`src/rtl/tc_pkg.sv`:
```
// tc_pkg: shared definitions for the tc_multi timer/counter peripheral.
//   - channel mode encodings (one-shot, auto-reload, square-wave)
//   - CTRL register bit positions
//   - per-channel register offsets and the STATUS address helper
// Optional build macro seen by users of this package: TC_PRESCALE_EN.
package tc_pkg;

    typedef enum logic [1:0] {
        MODE_ONESHOT = 2'b00,
        MODE_RELOAD  = 2'b01,
        MODE_SQUARE  = 2'b10,
        MODE_RSVD    = 2'b11
    } tc_mode_e;

    // CTRL register layout
    localparam int CTRL_EN_BIT   = 0;
    localparam int CTRL_MODE_LSB = 1;
    localparam int CTRL_IM_BIT   = 3;
    localparam int CTRL_PS_LSB   = 4;

    // Word offsets inside a channel's 4-word window
    localparam int OFF_CTRL   = 0;
    localparam int OFF_PRESET = 1;
    localparam int OFF_COUNT  = 2;

    // STATUS sits right after the last channel window
    function automatic int status_addr(input int n_ch);
        return 4 * n_ch;
    endfunction

endpackage

```
`src/rtl/tc_channel.sv`:
```
// tc_channel: one down-counter channel of tc_multi.
// Holds EN, MODE, COUNT, WAVE and (with TC_PRESCALE_EN) PS and the 8-bit
// prescaler; emits a one-cycle event pulse that the top latches into STATUS.
// Ports:
//   i_clk, i_rst      clock, synchronous active-high reset
//   i_ctrl_we         CTRL register of this channel written this cycle
//   i_ctrl_dat        low byte of the bus write data
//   i_preset          PRESET register (held in the top)
//   o_en, o_mode, o_ps  CTRL fields for read-back
//   o_count, o_wave   counter value and square-wave level
//   o_event           combinational event pulse, valid at the coming edge
module tc_channel
    import tc_pkg::*;
#(
    parameter int CNT_W = 32
)
(
    input  logic             i_clk,
    input  logic             i_rst,
    input  logic             i_ctrl_we,
    input  logic [7:0]       i_ctrl_dat,
    input  logic [CNT_W-1:0] i_preset,
    output logic             o_en,
    output logic [1:0]       o_mode,
    output logic [3:0]       o_ps,
    output logic [CNT_W-1:0] o_count,
    output logic             o_wave,
    output logic             o_event
);

    logic             r_en;
    tc_mode_e         r_mode;
    logic [CNT_W-1:0] r_count;
    logic             r_wave;

    logic             w_en_eff;
    tc_mode_e         w_mode_eff;
    logic             w_start;
    logic             w_tick;
    logic             w_at_end;
    logic [CNT_W-1:0] w_half;
    logic [CNT_W-1:0] w_count_next;
    logic             w_en_next;
    logic             w_wave_next;
    logic             w_event;

    // A CTRL write in this cycle governs this cycle's update.
    assign w_en_eff   = i_ctrl_we ? i_ctrl_dat[CTRL_EN_BIT] : r_en;
    assign w_mode_eff = i_ctrl_we ? tc_mode_e'(i_ctrl_dat[CTRL_MODE_LSB +: 2]) : r_mode;
    assign w_start    = i_ctrl_we & i_ctrl_dat[CTRL_EN_BIT] & ~r_en;
    assign w_half     = ((i_preset >> 1) == '0) ? CNT_W'(1) : (i_preset >> 1);
    assign w_at_end   = (r_count <= CNT_W'(1));

`ifdef TC_PRESCALE_EN
    logic [3:0] r_ps;
    logic [7:0] r_psc;
    logic [3:0] w_ps_eff;
    logic [7:0] w_mask;
    logic       w_unused_ctrl;

    assign w_ps_eff = i_ctrl_we ? i_ctrl_dat[CTRL_PS_LSB +: 4] : r_ps;
    // PS >= 8 saturates to all eight prescaler bits
    assign w_mask   = (w_ps_eff >= 4'd8) ? 8'hFF : 8'((9'd1 << w_ps_eff) - 9'd1);
    assign w_tick   = w_en_eff & ((r_psc & w_mask) == w_mask);
    assign o_ps     = r_ps;
    assign w_unused_ctrl = i_ctrl_dat[CTRL_IM_BIT];

    always_ff @(posedge i_clk) begin
        if (i_rst) begin
            r_ps  <= 4'd0;
            r_psc <= 8'd0;
        end else begin
            if (i_ctrl_we) begin
                r_ps <= w_ps_eff;
            end
            if (w_start || !w_en_eff) begin
                r_psc <= 8'd0;
            end else begin
                r_psc <= r_psc + 8'd1;
            end
        end
    end
`else
    logic w_unused_ctrl;

    assign w_tick = w_en_eff;
    assign o_ps   = 4'd0;
    assign w_unused_ctrl = ^i_ctrl_dat[7:3];
`endif

    always_comb begin
        w_count_next = r_count;
        w_en_next    = w_en_eff;
        w_wave_next  = r_wave;
        w_event      = 1'b0;
        if (w_start) begin
            // start load wins over any tick in the same cycle
            w_count_next = (w_mode_eff == MODE_SQUARE) ? w_half : i_preset;
            w_wave_next  = 1'b0;
        end else if (w_tick) begin
            case (w_mode_eff)
                MODE_ONESHOT: begin
                    if (w_at_end) begin
                        w_count_next = '0;
                        w_en_next    = 1'b0;
                        w_event      = 1'b1;
                    end else begin
                        w_count_next = r_count - CNT_W'(1);
                    end
                end
                MODE_RELOAD: begin
                    if (w_at_end) begin
                        w_count_next = i_preset;
                        w_event      = 1'b1;
                    end else begin
                        w_count_next = r_count - CNT_W'(1);
                    end
                end
                MODE_SQUARE: begin
                    if (w_at_end) begin
                        w_count_next = w_half;
                        w_wave_next  = ~r_wave;
                        w_event      = ~r_wave;  // only the rising toggle
                    end else begin
                        w_count_next = r_count - CNT_W'(1);
                    end
                end
                default: ;
            endcase
        end
    end

    always_ff @(posedge i_clk) begin
        if (i_rst) begin
            r_en    <= 1'b0;
            r_mode  <= MODE_ONESHOT;
            r_count <= '0;
            r_wave  <= 1'b0;
        end else begin
            r_en    <= w_en_next;
            r_count <= w_count_next;
            r_wave  <= w_wave_next;
            if (i_ctrl_we) begin
                r_mode <= w_mode_eff;
            end
        end
    end

    assign o_en    = r_en;
    assign o_mode  = r_mode;
    assign o_count = r_count;
    assign o_wave  = r_wave;
    assign o_event = w_event;

endmodule

```
`src/rtl/tc_multi.sv`:
```
// tc_multi: N_CH-channel memory-mapped timer/counter.
// Address decode, read mux, PRESET/IM registers, sticky W1C STATUS and IRQ.
// Build macro: TC_PRESCALE_EN enables the per-channel 8-bit prescaler.
// Ports:
//   i_clk, i_rst   clock, synchronous active-high reset
//   i_add          word address
//   i_stb, i_we    bus strobe and write enable (write when both high)
//   i_dat          write data
//   o_dat          read data, combinational from i_add
//   o_irq          per-channel interrupt = STATUS & IM
//   o_wave         per-channel square-wave level
module tc_multi
    import tc_pkg::*;
#(
    parameter int N_CH   = 3,
    parameter int CNT_W  = 32,
    parameter int ADDR_W = 4
)
(
    input  logic              i_clk,
    input  logic              i_rst,
    input  logic [ADDR_W-1:0] i_add,
    input  logic              i_stb,
    input  logic              i_we,
    input  logic [31:0]       i_dat,
    output logic [31:0]       o_dat,
    output logic [N_CH-1:0]   o_irq,
    output logic [N_CH-1:0]   o_wave
);

    localparam logic [ADDR_W-1:0] STATUS_ADDR = ADDR_W'(status_addr(N_CH));

    logic                        w_wr;
    logic [N_CH-1:0]             r_status;
    logic [N_CH-1:0]             w_im;
    logic [N_CH-1:0]             w_en;
    logic [N_CH-1:0]             w_event;
    logic [N_CH-1:0][1:0]        w_mode;
    logic [N_CH-1:0][3:0]        w_ps;
    logic [N_CH-1:0][CNT_W-1:0]  w_count;
    logic [N_CH-1:0][CNT_W-1:0]  w_preset;
    logic [N_CH-1:0]             w_status_clr;
    logic                        w_unused_dat;

    assign w_wr         = i_stb & i_we;
    assign w_unused_dat = ^i_dat;

    generate
        for (genvar gi = 0; gi < N_CH; gi++) begin : g_ch
            logic             r_im;
            logic [CNT_W-1:0] r_preset;
            logic             w_ctrl_we;

            assign w_ctrl_we = w_wr & (i_add == ADDR_W'(4 * gi + OFF_CTRL));

            always_ff @(posedge i_clk) begin
                if (i_rst) begin
                    r_im     <= 1'b0;
                    r_preset <= '0;
                end else begin
                    if (w_ctrl_we) begin
                        r_im <= i_dat[CTRL_IM_BIT];
                    end
                    if (w_wr && (i_add == ADDR_W'(4 * gi + OFF_PRESET))) begin
                        r_preset <= i_dat[CNT_W-1:0];
                    end
                end
            end

            assign w_im[gi]     = r_im;
            assign w_preset[gi] = r_preset;

            tc_channel #(
                .CNT_W (CNT_W)
            ) u_ch (
                .i_clk      (i_clk),
                .i_rst      (i_rst),
                .i_ctrl_we  (w_ctrl_we),
                .i_ctrl_dat (i_dat[7:0]),
                .i_preset   (r_preset),
                .o_en       (w_en[gi]),
                .o_mode     (w_mode[gi]),
                .o_ps       (w_ps[gi]),
                .o_count    (w_count[gi]),
                .o_wave     (o_wave[gi]),
                .o_event    (w_event[gi])
            );
        end
    endgenerate

    always_comb begin
        o_dat = '0;
        for (int c = 0; c < N_CH; c++) begin
            if (i_add == ADDR_W'(4 * c + OFF_CTRL)) begin
                o_dat = {24'd0, w_ps[c], w_im[c], w_mode[c], w_en[c]};
            end else if (i_add == ADDR_W'(4 * c + OFF_PRESET)) begin
                o_dat = 32'(w_preset[c]);
            end else if (i_add == ADDR_W'(4 * c + OFF_COUNT)) begin
                o_dat = 32'(w_count[c]);
            end
        end
        if (i_add == STATUS_ADDR) begin
            o_dat = 32'(r_status);
        end
    end

    assign w_status_clr = (w_wr && (i_add == STATUS_ADDR)) ? i_dat[N_CH-1:0] : '0;

    // Event set is OR-ed after the clear so a same-cycle event survives W1C.
    always_ff @(posedge i_clk) begin
        if (i_rst) begin
            r_status <= '0;
        end else begin
            r_status <= (r_status & ~w_status_clr) | w_event;
        end
    end

    assign o_irq = r_status & w_im;

endmodule

```
`config.mk`:
```
export PLATFORM = sky130hd
export DESIGN_NAME = tc_multi
export DESIGN_NICKNAME = d
export VERILOG_FILES = /design/src/rtl/tc_pkg.sv /design/src/rtl/tc_channel.sv /design/src/rtl/tc_multi.sv
export SDC_FILE = /design/constraint.sdc
export NUM_CORES = 1
export LEC_CHECK = 0
export CORE_UTILIZATION = 30
export CTS_BUF_LIST = sky130_fd_sc_hd__clkbuf_4 sky130_fd_sc_hd__clkbuf_8 sky130_fd_sc_hd__clkbuf_16
export CTS_CLUSTER_DIAMETER = 40
export DETAILED_ROUTE_END_ITERATION = 8
export GPL_ROUTABILITY_DRIVEN = 0
export SLEW_MARGIN = 25
export SYNTH_ARGS = -nofsm -noshare
export SYNTH_HDL_FRONTEND = slang
export SYNTH_SLANG_ARGS = --single-unit
```
`constraint.sdc`:
```
create_clock -name i_clk -period 11.2 [get_ports i_clk]
set_input_delay 2.24 -clock i_clk [delete_from_list [all_inputs] [get_ports i_clk]]
set_output_delay 2.24 -clock i_clk [all_outputs]
set_load 0.03 [all_outputs]
```
==> results list <==
- The run finished, with violations left.
- Failing checks: design-rule violations
* Global-route wire length before repair: approximately 94 mm
* Root buf cell: clkbuf_16
- The min-delay analysis places its worst path in the category reg -> reg.
* Drt first-iter violations: approximately 2500
- Netlist cell types: 75
- Per report_power, the sequential group accounts for between 30% and 40% of the total.
- Synthesis produced a netlist with a net count of 1973.
* Slew Viols, Final: 0
- Net switching is a little under a third of the power.
- The worst path in the final design needs a cycle of between 7 and 8 ns, including I/O delays and setup.
* Met1 routing resource usage after global routing: 36.3%
- Initial Utilization: 30.6%
- Setup repair after global routing left no endpoint under its margin.
- H-tree lvl count: 2
- Most frequent cells after synthesis: nand2_1, dfxtp_1, a21oi_1
- For this block, the routed nets add up to between 60 and 70 mm of wire.
- Skew-Pair Late Insertion Delay: roughly 0.54 ns
- TritonCTS built the clock tree.
- Average wire per cell in the routed design: 24.5 um
* Largest net degree at the start of global routing: 66
- Clock share of power: approximately half
- I/O pin cnt: just under 80
- Power after layout: roughly 2.3 mW
- Largest fanout of any net on the critical path: 29
* Total core area: 46800 sq um
- Proportion of layout cells with a drive suffix above 1: slightly above 10%
- The synthesized design contains 210 register bits.
* Remaining global-route overflow: 0
* Placed wire-length estimate after detailed placement: approximately 43 mm
- Synthesized area: ~14000 sq um
- In this run the tightest slew margin relative to its limit is between 20% and 30%.
* Clock-pin slew reported for the worst setup and hold paths after clock tree synthesis: approximately 0.050 ns
- Summed area of non-filler cells in the final layout: 16700 sq um
- For the pin with the worst max-slew slack, the measured transition is roughly 1.1 ns.
- Setup fix buffers added after clock tree synthesis: 0
- At the worst endpoint, the required time is between 8 and 9 ns.
* Post-Syn Area per Cell: approximately 7.5 sq um
* TritonCTS Sinks: 210
- On the final layout, the worst clock skew is roughly 0.022 ns.
- For this run, global-route usage on met3 was measured as approximately 5%.
- Biggest area contributors in the synthesized netlist: dfxtp_1, nand2_1, a21oi_1
- STA classifies the critical path endpoint as a primary output.
- Async SR Flop Fraction: 0%
- Total via count after detailed routing: around 16000
* Post-synth EDFFs: 0
* Overall fraction of global-route tracks in use: around a quarter
- Post-synthesis instance total: roughly 1900
* Detail Route Antenna Nets: 0
- In this run, post-CTS repair resized a total of 0 instances.
- After detailed routing, the number of remaining DRC violations is 8.
- In this run the power density over the cells is between 100 and 150 nW/um^2.
- Switch Pwr: between 0.7 and 0.8 mW
- Setup violations remaining at the end of the flow were counted as 0.
- The number of antenna diodes in the final layout is 0.
* Worst voltage drop across the vdd grid: roughly 0.07 mV
* # port buffers: 77
* Dominant cell type by area after synthesis: dfxtp_1
- Pre-Repair DR Iteration Count: 8
* Highest clock rate: roughly 0.13 GHz
* Final #Nets: approximately 2000
- For this design the static power due to leakage is between 5 and 6 nW.
- Hold_buf cts: 0
- The top cell type by area accounts for between 20% and 30% of the synthesized area.
- Data arrives at the worst endpoint at roughly 5.5 ns.
- GR peak layer: met1
* Final worst-path cycle share: between 60% and 70%
- Most frequently used flop master after synthesis: dfxtp_1
* Number of buffers created by CTS: 35
- The number of antenna violations at the first check in global routing was 0.
* Max-cap violation count: 0
- The placed instances occupy a cell area of roughly 15000 sq um.
* Maximum clock path buffer count: 3
- Die Span Y: 220 um
* Number of synthesis warnings: 0
* GR Util met2: roughly a third
- Of the synthesized area, sequential elements account for roughly 30%.
- The die covers 48600 sq um.
* Sum of negative setup slack: 0 ns
* Via count of the first global-routing pass: 14910
- In the routed layout, each cell is associated on average with a via count of 6.51.
- The worst setup path is of the in -> out kind.
- Yosys instantiated no cell more often than nand2_1.
* Number of failing hold endpoints at the final stage: 0
* Layout overhead on the synthesized area: 16.6%
- The die is approximately 220 um wide.
- Internal portion of total power: around 1.6 mW
- In this run the core area contains between 70 and 80 standard-cell rows.
* Startpoint class of the critical path: input port
- Per report_power, the combinational group accounts for 18.0% of the total.
## power groups by stage
| stage | registers [mW] | clock network [mW] | logic [mW] |
|---|---|---|---|
| floorplan | 0.780 | 0 | 0.281 |
| global placement | 0.790 | 0 | 0.393 |
| detailed placement | 0.790 | 0 | 0.399 |
| global route | 0.775 | 1.17 | 0.446 |
| CTS | 0.774 | 1.13 | 0.401 |
| finish | 0.775 | 1.12 | 0.415 |
## kinds of logic (layout without fill, tap and decap cells)
kind of cell	after synthesis	after routing	share of synthesized area, %
adder cells (fa/ha/maj)	18	18	1.57
buffers and inverters	199	200	5.55
AND/OR/NAND/NOR	718	718	24.4
flip-flops	210	210	29.4
XOR/XNOR	43	43	2.63
AO/OA/AOI/OAI	653	653	30.9
multiplexers	74	74	5.57
## path summary, 6_finish.rpt
| kind | from | end | slack [ns] | depth (start not counted) |
|---|---|---|---|---|
| worst max-delay path | i_add[0] | o_dat[30] | 3.43 | 7 |
| worst max register to register | g_ch[0].u_ch.o_count[6]$_SDFFE_PP0P_ | g_ch[0].u_ch.o_count[23]$_SDFFE_PP0P_ | 7.41 | 6 |
| worst min-delay path | g_ch[2].r_im$_SDFFE_PP0P_ | g_ch[2].r_im$_SDFFE_PP0P_ | 0.47 | 2 |
| worst min register to register | g_ch[2].r_im$_SDFFE_PP0P_ | g_ch[2].r_im$_SDFFE_PP0P_ | 0.47 | 2 |
## critical path: stages
cell,delay (ns)
clkdlybuf4s50_1,1.14
nand2b_1,0.40
nor2_2,0.27
buf_4,0.42
a22oi_1,0.12
nand3_1,0.21
clkdlybuf4s50_1,0.71
## final cells by class
type                    instances  area (sq um)
clock inverters                24           265
well taps                     607           759
inverters                      29           109
multi-input cells            1506          9400
fillers                      4871         30100
clock buffers                  38           933
flip-flops and latches        210          4200
repair buffers                109          1010
## placed cells by master, fill, tap and decap left out, types with 7 or more instances in the layout
cell and instances:
a21oi_1 201, nor2_2 10, a22o_1 37, nand2_1 285, o2bb2ai_1 15, nand2b_1 9
o221ai_1 20, o31ai_1 19, inv_1 29, a211oi_1 31, clkinv_4 8, or2_2 12
clkbuf_16 37, and2_1 13, buf_4 33, o22ai_1 20, nor2b_1 8, a221oi_1 33
dfxtp_1 210, xor2_1 25, o21ai_0 66, nand4_1 23, o41ai_1 10, nor4_1 65
nor2_1 98, ha_1 17, nand3_1 57, nor3_1 52, clkdlybuf4s50_1 76, and3_1 14
a22oi_1 125, a31o_2 7, xnor2_1 18, a31oi_1 22, mux2i_1 29, or3_1 14
or4_1 16, mux2_2 45
## state kept, by name (all words and copies together), names as in the netlist
| signal | count |
|---|---|
| g_ch.u_ch.o_en | 3 |
| g_ch.r_im | 3 |
| g_ch.u_ch.o_mode | 6 |
| g_ch.u_ch.o_count | 96 |
| g_ch.r_preset | 96 |
| g_ch.u_ch.o_wave | 3 |
| r_status | 3 |
## metrics by stage
stage	utilization [%]	hold slack [ns]	setup slack (ns)	instances
floorplan	-	0.440	5.02	1915
global placement	33.1	0.458	3.62	2461
detailed placement	33.1	0.460	3.55	2461
CTS	35.7	0.467	3.53	2523
global route	35.7	0.506	3.24	2523
finish	35.7	0.471	3.43	2523
## per-layer routing
metal / share of wire [%] / vias up
li1: - / 7233
met5: 0 / -
met2: 40 / 1166
met3: 13 / 167
met1: 42 / 7856
met4: 4.6 / 0
(Power assumes the default switching activity.)
==> variant: new RTL, same settings <==
The parameter `N_CH` goes from 3 to 2.
--- a/src/rtl/tc_multi.sv
+++ b/src/rtl/tc_multi.sv
@@ -14,3 +14,3 @@
 #(
-    parameter int N_CH   = 3,
+    parameter int N_CH   = 2,
     parameter int CNT_W  = 32,
Ports: changed (resized o_irq and o_wave); port bits go from 78 to 76. No check against the original RTL was run, so the function may have changed too.
==> variant against the original RTL <==
Power fell by 45%; first-iteration DRC count fell by 44%; area after synthesis fell by 32%; critical path type unchanged; largest power group unchanged; wire length fell by 34%; final area fell by 31%; setup slack improved by 0.72 ns; hold slack improved by 0.0032 ns; sequential share of layout area fell by 0.74 points; global-route usage fell by 0.99 points; sequential cell count fell by 70.
==> variant: results (changes against the original RTL) <==
vias: 11300  # -31%
cts_buffers: 17  # -51%
path_clk_slew_ns: 0.06
placed_area_um2: 10900  # -30%
seq_area_um2: 2800  # -33%
grt_pass1_wl_um: 62500  # -33%
n_fill_cell: 3299  # -32%
ys_seq_area_share_pct: 28.7  # -0.71 points
synth_area_leaders: "dfxtp_1 (29%), nand2_1 (8.8%), a22oi_1 (8.3%)"
timing.slew.headroom_pct: 28.6  # -0.60 points
whs_ns: 0.474  # +0.00323 ns
drive_above_1_share_pct: 7.59  # -2.6 points
startpoint: "i_add[2]"
ys_async_sr_fraction_pct: 0  # unchanged
track_usage_pct: 24.1  # -0.99 points
r2r-start: "g_ch[0].u_ch.o_mode[1]"
reg2regPathDepth: 9  # +3
path_max_fanout: 32  # +10%
peakVddDrop_mv: 0.108  # +55%
place.port_buffers: 75  # -2.6%
grt_max_degree: 72  # +9.1%
ctsResizeCount: 0  # unchanged
grt_pass1_vias: 10300  # -31%
syn_nets: 1392  # -29%
ys_types: 72  # -4.0%
skew_ns: 0.0107  # -0.0116 ns
ctsHtreeMaxLevel: 4  # +2
worstHoldStart: "r_status[1]"
holdPathEnd: "r_status[1]"
p_leak_nw: 3.85  # -33%
outcome: "finished clean"
detailed_place_hpwl_um: 27200  # -36%
rr_endpoint: "g_ch[0].u_ch.o_count[19]"
drt_iter0_markers: 1410  # -44%
cts_max_path_buffers: 2  # -1
cp.arrival_ns: 4.81  # -0.72 ns
cp_slowest_stage_delay_ns: 0.73  # -0.41 ns
drtPass1Iterations: 8  # unchanged
rrSetupSlack_ns: 7.94  # +0.53 ns
dp_slack_ns: 4.17  # +0.620 ns
clock_latency_ns: 0.45  # -0.09 ns
diodes: 0  # unchanged
wire_per_inst_um: 22.9  # -6.6%
synthTopCellsByCount: "nand2_1 (230), dfxtp_1 (140), a21oi_1 (125)"
-- variant: how the worst max path moves through the flow --
stage,to,slack [ns],depth (start not counted)
after floorplan,o_dat[11],5.11,6
after global placement,o_dat[3],4.21,6
after global routing,o_dat[13],4.03,7
after detailed placement,g_ch[0].u_ch.o_count[19],4.17,12
after CTS,o_dat[2],4.20,6
final,o_dat[15],4.15,7
-- variant: logic make-up after synthesis --
logic type               synth area share [%]
AND/OR/NAND/NOR                          25.1
AO/OA/AOI/OAI                            30.9
buffers and inverters                    6.03
flip-flops                               28.7
multiplexers                             6.30
XOR/XNOR                                 1.52
adder cells (fa/ha/maj)                  1.54
-- variant: cell type report --
type / count / share of cell area (%)
sequential: 140 / 24.5
tap: 435 / 4.75
timing repair buffer: 102 / 8.30
multi-input combinational: 1056 / 56.4
inverter: 29 / 0.950
clock buffer: 23 / 4.38
clock inverter: 7 / 0.765
-- variant: per-layer routing --
layer | vias up | track usage, % | wire length (um)
met3 | 101 | 5.43 | 4570
met2 | 785 | 35.8 | 17800
met4 | 0 | 8.47 | 1080
met5 | - | 0 | 0
li1 | 5052 | - | -
met1 | 5350 | 33.8 | 17500
-- variant: per-stage QoR --
| step | total power [mW] | instances |
|---|---|---|
| after global placement | 0.679 | 1762 |
| after detailed placement | 0.680 | 1762 |
| after CTS | 1.26 | 1792 |
| after global routing | 1.30 | 1792 |
| final | 1.27 | 1792 |
| after floorplan | 0.619 | 1340 |
-- variant: worst register-to-register path, cell delays in order (launching register included) --
cell,delay [ns]
dfxtp_1,0.33
mux2i_1,0.30
ha_1,0.26
buf_4,0.40
nor3_1,0.22
a31oi_2,0.75
buf_4,0.34
a31oi_1,0.10
or3b_2,0.44
o21ai_1,0.08
-- variant: power breakdown --
| part | switching, mW | total [mW] | internal, mW |
|---|---|---|---|
| registers | 0.00869 | 0.511 | 0.502 |
| clock network | 0.237 | 0.593 | 0.356 |
| logic | 0.109 | 0.167 | 0.0577 |
